$ cat config.mk
export PLATFORM = sky130hd
export DESIGN_NAME = i2s_dsp_frame_ctrl
export DESIGN_NICKNAME = d
export VERILOG_FILES = /design/src/rtl/i2s_dsp_frame_ctrl.sv
export SDC_FILE = /design/constraint.sdc
export NUM_CORES = 1
export LEC_CHECK = 0
export ABC_AREA = 1
export CORE_UTILIZATION = 51
export DETAILED_ROUTE_END_ITERATION = 10
export GPL_ROUTABILITY_DRIVEN = 0
export PLACE_DENSITY = 0.73
export SLEW_MARGIN = 20
export SYNTH_ARGS = -nofsm -noshare
export SYNTH_HDL_FRONTEND = slang
export SYNTH_SLANG_ARGS = --single-unit
$ cat constraint.sdc
create_clock -name sck_i -period 1.7 [get_ports sck_i]
set_input_delay 0.255 -clock sck_i [delete_from_list [all_inputs] [get_ports sck_i]]
set_output_delay 0.255 -clock sck_i [all_outputs]
set_load 0.01 [all_outputs]
$ cat src/rtl/i2s_dsp_frame_ctrl.sv
// ---------------------------------------------------------------------------
// i2s_dsp_frame_ctrl
//
// Master-mode DSP frame sequencer for the I2S RX path. Everything runs on the
// rising edge of the serial bit clock. The block produces the frame-sync (WS)
// pulse and the per-bit / per-slot timing that the DSP RX channel consumes.
// It counts slots and frames, inserts idle gaps between frames, and stops once
// a programmed frame budget has been used up. The channel enable is held high
// only while a whole frame is in progress, so only complete frames are captured.
//
// Parameters
//   MAX_GAP_W    width of the inter-frame gap configuration/counter
//   FRAME_CNT_W  width of the frame budget configuration/counter
//
// Ports
//   sck_i             in   serial bit clock (posedge)
//   rstn_i            in   asynchronous active-low reset
//   cfg_en_i          in   0->1 starts sequencing, 1->0 requests a graceful stop
//   cfg_num_bits_i    in   bits per word minus one
//   cfg_num_slots_i   in   words per frame minus one
//   cfg_frame_gap_i   in   idle sck cycles between frames (0 = back-to-back)
//   cfg_ws_len_i      in   0: one-cycle sync pulse, 1: sync high for all of slot 0
//   cfg_continuous_i  in   1: run until disabled, 0: stop after the frame budget
//   cfg_num_frames_i  in   frame budget minus one
//   ws_o              out  frame sync
//   ch_en_o           out  RX channel enable (FRAME state only)
//   slot_o            out  current slot index
//   bit_o             out  current bit index within the word
//   last_bit_o        out  current bit is the last bit of the word
//   frame_done_o      out  one-cycle pulse on the last bit of the last slot
//   busy_o            out  in FRAME or GAP
//   done_o            out  frame budget exhausted, held until cfg_en_i drops
// ---------------------------------------------------------------------------
module i2s_dsp_frame_ctrl #(
  parameter int MAX_GAP_W   = 9,
  parameter int FRAME_CNT_W = 8
) (
  input  logic                   sck_i,
  input  logic                   rstn_i,
  input  logic                   cfg_en_i,
  input  logic [4:0]             cfg_num_bits_i,
  input  logic [3:0]             cfg_num_slots_i,
  input  logic [MAX_GAP_W-1:0]   cfg_frame_gap_i,
  input  logic                   cfg_ws_len_i,
  input  logic                   cfg_continuous_i,
  input  logic [FRAME_CNT_W-1:0] cfg_num_frames_i,
  output logic                   ws_o,
  output logic                   ch_en_o,
  output logic [3:0]             slot_o,
  output logic [4:0]             bit_o,
  output logic                   last_bit_o,
  output logic                   frame_done_o,
  output logic                   busy_o,
  output logic                   done_o
);

  typedef enum logic [1:0] {
    ST_IDLE,
    ST_FRAME,
    ST_GAP,
    ST_DONE
  } state_t;

  localparam logic [MAX_GAP_W-1:0]   GAP_ONE   = 1;
  localparam logic [FRAME_CNT_W-1:0] FRAME_ONE = 1;

  state_t                 state;

  // Configuration captured at every frame start
  logic [4:0]             num_bits_q;
  logic [3:0]             num_slots_q;
  logic [MAX_GAP_W-1:0]   gap_q;
  logic                   ws_len_q;
  logic                   continuous_q;
  logic [FRAME_CNT_W-1:0] num_frames_q;

  logic [FRAME_CNT_W-1:0] frame_cnt;
  logic [MAX_GAP_W-1:0]   gap_cnt;

  logic                   at_last;
  logic                   budget_hit;
  logic                   start_frame;
  logic [4:0]             adv_bit;
  logic [3:0]             adv_slot;
  logic                   adv_ws;
  logic                   adv_last;
  logic                   adv_done;
  logic                   start_last;
  logic                   start_done;

  // Outputs are registered, so the values for the *next* cycle are derived
  // here: the advanced bit/slot position inside a frame, and the first-cycle
  // values of a freshly started frame (which depend on the live cfg inputs
  // because they are latched on that same edge).
  always_comb begin
    at_last    = (bit_o == num_bits_q) && (slot_o == num_slots_q);
    budget_hit = !continuous_q && (frame_cnt == num_frames_q);

    if (bit_o == num_bits_q) begin
      adv_bit  = 5'd0;
      adv_slot = slot_o + 4'd1;
    end else begin
      adv_bit  = bit_o + 5'd1;
      adv_slot = slot_o;
    end

    adv_ws   = ws_len_q ? (adv_slot == 4'd0) : ((adv_slot == 4'd0) && (adv_bit == 5'd0));
    adv_last = (adv_bit == num_bits_q);
    adv_done = adv_last && (adv_slot == num_slots_q);

    start_last = (cfg_num_bits_i == 5'd0);
    start_done = start_last && (cfg_num_slots_i == 4'd0);

    // A new frame begins from IDLE, at the end of a gap, or directly after
    // the previous frame when no gap is configured.
    start_frame = 1'b0;
    case (state)
      ST_IDLE:  start_frame = cfg_en_i;
      ST_GAP:   start_frame = cfg_en_i && (gap_cnt == '0);
      ST_FRAME: start_frame = at_last && !budget_hit && cfg_en_i && (gap_q == '0);
      default:  start_frame = 1'b0;
    endcase
  end

  always_ff @(posedge sck_i or negedge rstn_i) begin
    if (!rstn_i) begin
      state        <= ST_IDLE;
      num_bits_q   <= '0;
      num_slots_q  <= '0;
      gap_q        <= '0;
      ws_len_q     <= 1'b0;
      continuous_q <= 1'b0;
      num_frames_q <= '0;
      frame_cnt    <= '0;
      gap_cnt      <= '0;
      ws_o         <= 1'b0;
      ch_en_o      <= 1'b0;
      slot_o       <= '0;
      bit_o        <= '0;
      last_bit_o   <= 1'b0;
      frame_done_o <= 1'b0;
      busy_o       <= 1'b0;
      done_o       <= 1'b0;
    end else if (start_frame) begin
      state        <= ST_FRAME;
      num_bits_q   <= cfg_num_bits_i;
      num_slots_q  <= cfg_num_slots_i;
      gap_q        <= cfg_frame_gap_i;
      ws_len_q     <= cfg_ws_len_i;
      continuous_q <= cfg_continuous_i;
      num_frames_q <= cfg_num_frames_i;
      gap_cnt      <= '0;
      ws_o         <= 1'b1;
      ch_en_o      <= 1'b1;
      slot_o       <= '0;
      bit_o        <= '0;
      last_bit_o   <= start_last;
      frame_done_o <= start_done;
      busy_o       <= 1'b1;
      done_o       <= 1'b0;
      // Coming out of GAP the count was already bumped when the frame ended.
      if (state == ST_FRAME) begin
        frame_cnt <= frame_cnt + FRAME_ONE;
      end
    end else begin
      case (state)
        ST_IDLE: begin
          frame_cnt <= '0;
        end

        ST_FRAME: begin
          if (at_last) begin
            ws_o         <= 1'b0;
            ch_en_o      <= 1'b0;
            slot_o       <= '0;
            bit_o        <= '0;
            last_bit_o   <= 1'b0;
            frame_done_o <= 1'b0;
            if (budget_hit) begin
              state     <= ST_DONE;
              frame_cnt <= frame_cnt + FRAME_ONE;
              busy_o    <= 1'b0;
              done_o    <= 1'b1;
            end else if (!cfg_en_i) begin
              state     <= ST_IDLE;
              frame_cnt <= '0;
              busy_o    <= 1'b0;
            end else begin
              // Counting down to zero gives exactly gap_q idle cycles.
              state     <= ST_GAP;
              frame_cnt <= frame_cnt + FRAME_ONE;
              gap_cnt   <= gap_q - GAP_ONE;
            end
          end else begin
            ws_o         <= adv_ws;
            bit_o        <= adv_bit;
            slot_o       <= adv_slot;
            last_bit_o   <= adv_last;
            frame_done_o <= adv_done;
          end
        end

        ST_GAP: begin
          if (!cfg_en_i) begin
            state     <= ST_IDLE;
            frame_cnt <= '0;
            gap_cnt   <= '0;
            busy_o    <= 1'b0;
          end else begin
            gap_cnt <= gap_cnt - GAP_ONE;
          end
        end

        ST_DONE: begin
          if (!cfg_en_i) begin
            state     <= ST_IDLE;
            frame_cnt <= '0;
            done_o    <= 1'b0;
          end
        end

        default: begin
          state <= ST_IDLE;
        end
      endcase
    end
  end

endmodule

==> flow_metrics.py <==
metrics = {
    "outcome": {
        "status": "finished, violations left",
        "violations": "negative setup slack",
    },
    "synthesis": {
        "ys_types": 37,
        "syn_area_per_cell_um2": 7.184,
        "syn-num-nets": 584,
        "synthTopCellsByArea": "dfrtp_1 40%, nand2_1 18%, inv_1 5.5%",
        "ys_ff_latch": 62,
        "synth_seq_area_share_pct": 39.55,
        "synthCells": 546,
        "netlist.area_leader.share_pct": 39.55,
        "yosys_warnings": 0,
        "syn-cell-area_um2": 3923,
        "synth_top_cell_by_area": "dfrtp_1",
    },
    "cts": {
        "clk_path_buf_depth": 2,
        "clk_pin_slew_ps": 70,
        "tritoncts": "yes",
        "clock_latency_ps": 340,
        "cts_root_buf": "clkbuf_8",
        "cts_made_buffers": 9,
        "htree_levels": 3,
        "cts.sink_count": 62,
    },
    "placed_design": {
        "placed_cells": 774,
        "io_buffers": 45,
        "placed_cell_area_um2": 5264,
        "preCtsSetupSlack_ps": -304.7,
        "hpwl_mm": 7.849,
    },
    "worst_setup_path": {
        "worst_r2r_startpoint": "gap_cnt[1]",
        "crit_chain": "inv_2 > ha_4 > nand2_4 > nor4_4 > nand2_2 > nand2_4 > buf_12 > nor2_4 > nor2_1 > inv_2 > o22ai_1 > inv_1",
        "r2r_cells": 12,
        "worstPathRequired_ps": 1940,
        "path_delay_family": "simple AND/OR/NAND/NOR gates",
        "rrSetupSlack_ps": -250,
        "worst_setup_path_end_kind": "flip-flop",
        "criticalPathCategory": "flip-flop to flip-flop",
        "critPathArrivalTime_ps": 2180,
        "timing.rr.end": "ch_en_o",
        "crit_path_max_incr_delay_ps": 390,
        "cp_num_buf_inv": 4,
        "crit_path_max_fanout": 6,
        "slowest_stage": "dfrtp_1",
        "startpoint_type": "flip-flop",
    },
    "sta": {
        "slew_headroom_pct": 65.78,
        "finalSetupViolations": 62,
        "setup_slack_ps": -248.1,
        "maxSlewViolCount": 0,
        "tightest_slew_ps": 513.3,
        "final.period_utilization_pct": 114.6,
        "fmax_ghz": 0.5133,
        "rsz0062_at_grt": "yes",
        "finalHoldViolations": 0,
        "min_period_ps": 1948,
        "hold_slack_ps": 412.6,
        "fin_worst_skew_ps": 9.790,
    },
    "power_and_ir_drop": {
        "leakage_nw": 3.024,
        "ir_worst_vdd_mv": 0.7877,
        "powerDensity_nw_per_um2": 1902,
        "power.total_w": 0.01131,
    },
    "floorplan": {
        "initial_core_util_pct": 53.51,
        "die_h_um": 89.70,
        "die_width_um": 89.70,
        "fp-row-count": 31,
        "dieArea_um2": 8046,
        "ios": 46,
        "core_area_um2": 7331,
    },
    "finish": {
        "final_cell_mix": "172 x nand2_1, 104 x buf_4, 56 x dfrtp_1, 48 x inv_1, 39 x clkdlybuf4s50_1",
        "antennaDiodeCount": 0,
        "layout_commonest_cell": "nand2_1",
        "layout-drive-gt1-share_pct": 32.03,
        "nets": 749,
        "fin_area_um2": 5943,
        "areaGrowthSynthToFinish_pct": 51.52,
        "instances_no_fill": 814,
    },
    "routing": {
        "vias_per_cell": 5.328,
        "drt_first_iter_violations": 269,
        "dr.pass1.iters": 5,
        "vias": 4337,
        "wire_per_inst_um": 14.84,
        "drcViolationCount": 0,
        "routed_wl_mm": 12.08,
        "drtAntennaViolNets": 0,
    },
    "grt": {
        "grt_start_max_net_pins": 25,
        "grt_pass1_wl_mm": 18.80,
        "antenna_found_initial": 0,
        "grt_pass1_vias": 4227,
        "grt_overflow": 0,
        "grt.total_usage_pct": 28.94,
    },
    "run": {
        "max_cap_violations": 0,
    },
    "hold_path": {
        "hp-class": "input port to asynchronous set/reset pin",
    },
}
[cell usage after synthesis, drive strengths merged]
| master | instances |
|---|---|
| xnor2 | 5 |
| a21oi | 3 |
| xor2 | 12 |
| buf | 14 |
| nor2b | 1 |
| ha | 7 |
| or2 | 4 |
| nand3b | 3 |
| nor2 | 47 |
| o22ai | 9 |
| nand4 | 14 |
| nor3 | 6 |
| o21ai | 46 |
| and3 | 1 |
| nor4 | 2 |
| or4 | 1 |
| nand2 | 198 |
| inv | 67 |
| a21o | 1 |
| a32oi | 1 |
| o22a | 1 |
| clkbuf | 1 |
| nand3 | 38 |
| o211ai | 2 |
| dfrtp | 62 |
[report_power, final]
group	switching (W)	leakage (nW)	internal (W)
Combinational	0.00407	2.15	0.00348
Clock	0.000583	0.0926	0.000641
Sequential	0.000453	0.781	0.00208
Total	0.00511	3.02	0.00620
[layout make-up]
class / instances / area (um2)
Multi-Input combinational cell: 404 / 2306
Sequential cell: 62 / 1559
Timing Repair Buffer: 167 / 1520
Fill cell: 474 / 1388
Inverter: 67 / 256.5
Clock buffer: 14 / 172.7
Tap cell: 99 / 123.9
Clock inverter: 1 / 5.005
[worst max path at each step]
stage                     from              to  slack (ps)  depth (start not counted)
6_report            gap_cnt[1]         ch_en_o        -250                         12
5_1_grt             gap_cnt[1]         ch_en_o        -380                         12
4_1_cts        num_frames_q[6]      gap_cnt[6]        -160                         13
3_5_place_dp          cfg_en_i      gap_cnt[7]        -300                         11
3_3_place_gp          cfg_en_i  num_slots_q[1]        -250                         10
2_1_floorplan         bit_o[4]      gap_cnt[7]          -5                         14
[state kept, by name (all words and copies together) (netlist names), 2 cells and up]
signal        cells
bit_o             5
frame_cnt         8
gap_cnt           9
gap_q             9
num_bits_q        5
num_frames_q      8
num_slots_q       4
slot_o            4
state             2
[metal layers]
layer  up-vias  track usage, %  routed length (um)
met5         -               0                   0
met4         0           10.52                 302
met3        34           4.822                 774
met2       185           50.83                6055
met1      2040           35.71                4947
li1       2078               -                   -
[stage by stage]
stage	utilization [%]	TNS, ps
after floorplan	-	-4.679
after global placement	71.80	-12440
after detailed placement	71.80	-14910
after CTS	76.46	-6246
after global routing	81.07	-15480
final	81.07	-9381
[cell families (layout without fill, tap and decap cells)]
logic type	after synthesis	in the layout	share of synthesized area (%)
buffers and inverters	82	249	9.091
AO/OA/AOI/OAI	63	63	8.836
XOR/XNOR	17	17	3.796
flip-flops	62	62	39.55
AND/OR/NAND/NOR	315	317	36.49
adder cells (fa/ha/maj)	7	7	2.233
[timing repair]
item,CTS,global route
gates cloned,2,3
hold endpoints to repair,16,0
resized for setup,14,63
pin swaps,5,25
buffers inserted,8,13
hold buffers,1,0
endpoints found under the setup margin,62,65
No activity file was read; power rests on OpenSTA's default activity.
